$ cat config.mk
export PLATFORM = sky130hd
export DESIGN_NAME = isa_core
export DESIGN_NICKNAME = d
export VERILOG_FILES = /design/src/rtl/isa_core.sv
export SDC_FILE = /design/constraint.sdc
export NUM_CORES = 2
export LEC_CHECK = 0
export CAP_MARGIN = 20
export CORE_ASPECT_RATIO = 0.7
export CORE_MARGIN = 2
export CORE_UTILIZATION = 25
export DETAILED_ROUTE_END_ITERATION = 7
export GPL_ROUTABILITY_DRIVEN = 0
export PLACE_DENSITY_LB_ADDON = 0.05
export RECOVER_POWER = 100
export REMOVE_ABC_BUFFERS = 1
export SLEW_MARGIN = 20
export SYNTH_ARGS = -nofsm -noshare
export SYNTH_HDL_FRONTEND = slang
export SYNTH_SLANG_ARGS = --single-unit
$ cat constraint.sdc
create_clock -name clk -period 5.67 [get_ports clk]
set_input_delay 1.4175 -clock clk [delete_from_list [all_inputs] [get_ports clk]]
set_output_delay 1.4175 -clock clk [all_outputs]
set_load 0.005 [all_outputs]
$ cat src/rtl/isa_core.sv
// rtl/isa_core.sv - multi-cycle RV32I subset core (ADDI, LUI, BNE) with retire trace port
module isa_core #(
  parameter logic [31:0] RESET_PC = 32'h0000_0000
) (
  input  logic        clk,
  input  logic        reset,
  output logic        imem_req,
  output logic [31:0] imem_addr,
  input  logic        imem_ack,
  input  logic [31:0] imem_rdata,
  output logic        valid,
  output logic [31:0] pc,
  output logic [31:0] inst,
  output logic        rdv,
  output logic [4:0]  rd_x,
  output logic [31:0] rd_data,
  output logic        pcv,
  output logic [31:0] pc_x,
  output logic        halted,
  output logic [31:0] instret
);

  localparam logic [1:0] S_FETCH = 2'd0;
  localparam logic [1:0] S_EXEC  = 2'd1;
  localparam logic [1:0] S_HALT  = 2'd2;

  localparam logic [4:0] OP_OPIMM  = 5'b00100;
  localparam logic [4:0] OP_LUI    = 5'b01101;
  localparam logic [4:0] OP_BRANCH = 5'b11000;

  logic [1:0]  state_q, state_d;
  logic [31:0] pc_q, pc_d;
  logic [31:0] ir_q, ir_d;
  logic [31:0] rf_q [32];

  logic        valid_q, valid_d;
  logic [31:0] ret_pc_q, ret_pc_d;
  logic [31:0] ret_inst_q, ret_inst_d;
  logic        rdv_q, rdv_d;
  logic [4:0]  rd_x_q, rd_x_d;
  logic [31:0] rd_data_q, rd_data_d;
  logic        pcv_q, pcv_d;
  logic [31:0] pc_x_q, pc_x_d;
  logic        halted_q, halted_d;
  logic [31:0] instret_q, instret_d;

  logic [4:0]  opcode, rd, rs1, rs2;
  logic [2:0]  funct3;
  logic [31:0] i_imm, u_imm, b_imm;
  logic [31:0] rs1_val, rs2_val;
  logic        is_addi, is_lui, is_bne, legal;
  logic        wr_en, taken;
  logic [31:0] wr_data, br_target;

  assign opcode = ir_q[6:2];
  assign funct3 = ir_q[14:12];
  assign rd     = ir_q[11:7];
  assign rs1    = ir_q[19:15];
  assign rs2    = ir_q[24:20];
  assign i_imm  = {{20{ir_q[31]}}, ir_q[31:20]};
  assign u_imm  = {ir_q[31:12], 12'b0};
  assign b_imm  = {{19{ir_q[31]}}, ir_q[31], ir_q[7], ir_q[30:25], ir_q[11:8], 1'b0};

  // x0 entry is cleared on reset and never written, so it always reads zero
  assign rs1_val = rf_q[rs1];
  assign rs2_val = rf_q[rs2];

  assign is_addi = (ir_q[1:0] == 2'b11) && (opcode == OP_OPIMM) && (funct3 == 3'b000);
  assign is_lui  = (ir_q[1:0] == 2'b11) && (opcode == OP_LUI);
  assign is_bne  = (ir_q[1:0] == 2'b11) && (opcode == OP_BRANCH) && (funct3 == 3'b001);
  assign legal   = is_addi || is_lui || is_bne;

  assign wr_en     = (is_addi || is_lui) && (rd != 5'd0);
  assign wr_data   = is_lui ? u_imm : (rs1_val + i_imm);
  assign taken     = is_bne && (rs1_val != rs2_val);
  assign br_target = pc_q + b_imm;

  always_comb begin
    state_d    = state_q;
    pc_d       = pc_q;
    ir_d       = ir_q;
    valid_d    = 1'b0;
    rdv_d      = 1'b0;
    pcv_d      = 1'b0;
    ret_pc_d   = ret_pc_q;
    ret_inst_d = ret_inst_q;
    rd_x_d     = rd_x_q;
    rd_data_d  = rd_data_q;
    pc_x_d     = pc_x_q;
    halted_d   = halted_q;
    instret_d  = instret_q;
    case (state_q)
      S_FETCH: begin
        if (imem_ack) begin
          ir_d    = imem_rdata;
          state_d = S_EXEC;
        end
      end
      S_EXEC: begin
        valid_d    = 1'b1;
        ret_pc_d   = pc_q;
        ret_inst_d = ir_q;
        rdv_d      = wr_en;
        rd_x_d     = rd;
        rd_data_d  = wr_en ? wr_data : 32'h0;
        pcv_d      = taken;
        pc_x_d     = taken ? br_target : 32'h0;
        instret_d  = instret_q + 32'd1;
        if (!legal) begin
          halted_d = 1'b1;
          state_d  = S_HALT;
        end else begin
          pc_d    = taken ? br_target : (pc_q + 32'd4);
          state_d = S_FETCH;
        end
      end
      default: begin
      end
    endcase
  end

  always_ff @(posedge clk) begin
    if (!reset) begin
      state_q    <= S_FETCH;
      pc_q       <= RESET_PC;
      ir_q       <= 32'h0;
      valid_q    <= 1'b0;
      ret_pc_q   <= 32'h0;
      ret_inst_q <= 32'h0;
      rdv_q      <= 1'b0;
      rd_x_q     <= 5'd0;
      rd_data_q  <= 32'h0;
      pcv_q      <= 1'b0;
      pc_x_q     <= 32'h0;
      halted_q   <= 1'b0;
      instret_q  <= 32'h0;
      for (int i = 0; i < 32; i++) rf_q[i] <= 32'h0;
    end else begin
      state_q    <= state_d;
      pc_q       <= pc_d;
      ir_q       <= ir_d;
      valid_q    <= valid_d;
      ret_pc_q   <= ret_pc_d;
      ret_inst_q <= ret_inst_d;
      rdv_q      <= rdv_d;
      rd_x_q     <= rd_x_d;
      rd_data_q  <= rd_data_d;
      pcv_q      <= pcv_d;
      pc_x_q     <= pc_x_d;
      halted_q   <= halted_d;
      instret_q  <= instret_d;
      if (state_q == S_EXEC && wr_en) rf_q[rd] <= wr_data;
    end
  end

  assign imem_req  = (state_q == S_FETCH);
  assign imem_addr = pc_q;
  assign valid     = valid_q;
  assign pc        = ret_pc_q;
  assign inst      = ret_inst_q;
  assign rdv       = rdv_q;
  assign rd_x      = rd_x_q;
  assign rd_data   = rd_data_q;
  assign pcv       = pcv_q;
  assign pc_x      = pc_x_q;
  assign halted    = halted_q;
  assign instret   = instret_q;

endmodule

==> key figures <==
Outcome
  • Status: complete, but fails checks
  • Failing checks: capacitance limit, slew limit

Detailed routing
  • Wirelength per Cell: 37.06 um
  • Final ANT Viol Nets: 0
  • Routed via count: 49800
  • Iter 0 DRT Violations: 6421
  • Drt pass-1 iters: 6
  • Vias/cell: 5.429
  • Routed WL: 339900 um
  • DRC Markers: 0

Yosys
  • Synth cell types: 83
  • Synth area leader: edfxtp_1
  • Top cell type's share of synthesized area: 0.4768
  • Async SR Flop Fraction: 0
  • Sequential area share after synthesis: 0.5503
  • Mapped cell area: 64490 um2
  • Synth Area per Inst: 12.10 um2
  • Flops & latches, synth: 1261
  • Cells after Synth: 5329
  • Main synth FF type: edfxtp_1
  • Synth Warn #: 0
  • EDFF count, synth: 1024
  • Area contributors post-synth: edfxtp_1, mux4_2, dfxtp_1

Clock network
  • CTS buffer count: 155
  • Clk buf depth: 4
  • Maximum level of the CTS H-tree: 4
  • Post-CTS Hold Fix Bufs: 0
  • Clock sinks: 1261
  • TritonCTS clock tree: built
  • CTS Root Cell: clkbuf_16
  • Clock latency on the worst-skew pair: 0.83 ns
  • CTS clock-pin slew for the worst setup and hold paths: 0.06 ns

Global routing
  • GRT Total Usage: 0.2526
  • Grt ovf: 0
  • Met3 usage: 0.03877
  • Met1 GRT Util: 0.3958
  • Number of global-route vias before repair: 47390
  • Global route hottest layer: met1
  • Global-route wire length before repair: 450200 um
  • M2 GR Usage: 0.3632
  • Largest net degree at the start of global routing: 67
  • Initial antenna violation count: 28

Final layout
  • Fill cell count: 25750
  • Fin util: 0.3046
  • FF+latch area: 35530 um2
  • Fraction of layout cells with a size suffix above 1: 0.1859
  • Area added between synthesis and finish: 20.82%
  • Most frequent cells in the layout: nor2_1, edfxtp_1, nand2_1, mux4_2, mux2i_1
  • Most common cell after layout, fill and taps aside: nor2_1
  • Multi-input logic area: 27210 um2
  • Final net count: 5780

Critical path
  • Critical Path RT: 6.40 ns
  • Crit end category: flip-flop
  • Startpoint Class: flip-flop
  • CP Max Fanout: 16
  • Crit Path Class: reg2reg
  • Critical path arrival: 6.36 ns

Placed design
  • Dpl ws: -0.06670 ns
  • Port Buffers: 233
  • Hpwl dp: 216600 um

Timing
  • Final clock skew: 0.04567 ns
  • Final setup violation count: 0
  • Final hold slack: 0.4470 ns
  • Final Hold Viols: 0
  • Worst Tran Pin Value: 2.294 ns
  • RSZ-0062 raised after global routing: no
  • Slew Limit Fails: 499
  • Fin crit share: 0.9921
  • Worst setup margin: 0.04473 ns
  • Min Clock Period, post-route: 5.625 ns
  • Max_slew headroom: -0.5295
  • Fmax: 177.8 MHz

Die
  • Starting Density: 0.2521
  • Die height: 429.0 um
  • CORE AREA: 255800 um2
  • Row Count: 155
  • Die footprint: 262100 um2
  • Chip width: 611.1 um
  • I/O pin total: 237

Pwr
  • Peak supply drop: 0.1931 mV
  • Cell leakage power: 27.07 nW
  • PD cells: 327.1 nW/um2

Min path
  • Hold/Removal Path Class: reg2reg
  • Hold Startpoint: rd_data[25]

Job
  • Max-cap viol count: 15
==> sequential cells by signal, indices dropped and copies added (netlist names), 2 cells and up, named ones only <==
signal     cells
rf_q        1024
state_q        2
pc            31
instret       32
imem_addr     31
ir_q          32
pc_x          31
rd_data       32
inst          32
==> layout make-up <==
type | count | share of cell area
inverters | 33 | 0.001606
clock inverters | 63 | 0.006327
clock buffers | 207 | 0.05521
multi-input cells | 3593 | 0.3492
well taps | 3375 | 0.05419
diodes | 4 | 0.0001285
flip-flops and latches | 1261 | 0.4559
repair buffers | 636 | 0.07745
==> cells by family (layout without fill, tap and decap cells) <==
family,count (synthesis),count (layout),share of synthesized area
multiplexers,733,733,0.1838
other,1,39,0.00005814
adder cells (fa/ha/maj),65,65,0.01284
AO/OA/AOI/OAI,735,735,0.07646
flip-flops,1261,1261,0.5503
AND/OR/NAND/NOR,1911,1911,0.1260
buffers and inverters,509,939,0.03504
XOR/XNOR,114,114,0.01548
==> layer usage <==
metal,up-vias,part of all wire
met5,-,0.000074
met4,4,0.022
met2,2196,0.42
li1,20600,-
met1,26630,0.49
met3,363,0.068
==> report_power, final <==
group          total, mW  leakage [nW]  switching [mW]  internal, mW
Sequential          10.5          12.5           0.263          10.3
Combinational       4.99          12.2            3.47          1.52
Clock               9.95          2.36            4.32          5.63
==> metrics by stage <==
step / TNS, ns / cells / power (mW) / cell area (um2)
floorplan: - / 4887 / 13.24 / 62490
global placement: -0.9824 / 8893 / 15.82 / 73590
detailed placement: -1.568 / 8893 / 15.78 / 73600
CTS: 0 / 9165 / 25.77 / 78410
global route: 0 / 9168 / 26.25 / 77910
finish: 0 / 9172 / 25.49 / 77920
==> synth_stat cells, types with 18 or more instances <==
cell type	count
nor2_1	1077
and3_1	32
nand4_1	61
nor3_1	62
nand2b_1	26
edfxtp_1	1024
buf_2	93
a221oi_1	43
dfxtp_1	237
nand2_1	420
a22oi_1	194
or3_1	21
inv_1	32
nand3_1	107
buf_4	24
clkbuf_1	290
xor2_1	58
mux4_2	359
a21o_1	23
buf_1	51
and2_1	18
mux2i_1	359
xnor2_1	56
a21oi_1	184
o21ai_0	122
ha_1	63
nor2b_1	25
==> critical path, cell delays in order (launching register included) <==
cell and delay [ns]:
dfxtp_2 1.06, buf_12 0.29, nor3b_1 0.14, buf_4 0.23, a22o_1 0.25, a221oi_1 0.32
nand3_1 0.16, xor2_1 0.31, nor4_2 0.32, clkbuf_1 0.26, nand4_1 0.36, clkbuf_1 0.22
nor4_4 0.31, buf_12 0.19, clkbuf_1 0.48, o21ai_0 0.16, a21bo_2 0.24, a31oi_1 0.15
==> worst paths after layout <==
check | endpoint | slack [ns] | cells after the start
setup reg to reg | imem_addr[31] | 0.04 | 17
setup / recovery | imem_addr[31] | 0.04 | 17
hold reg to reg | rd_data[25] | 0.45 | 2
hold / removal | rd_data[25] | 0.45 | 2
==> repair_timing <==
item,4_1_cts,5_1_grt
pin swaps,2,1
gates cloned,0,1
gates resized for setup,2,6
setup buffers,2,1
setup endpoints to repair,53,201
Power figures use the tool's default switching activity.
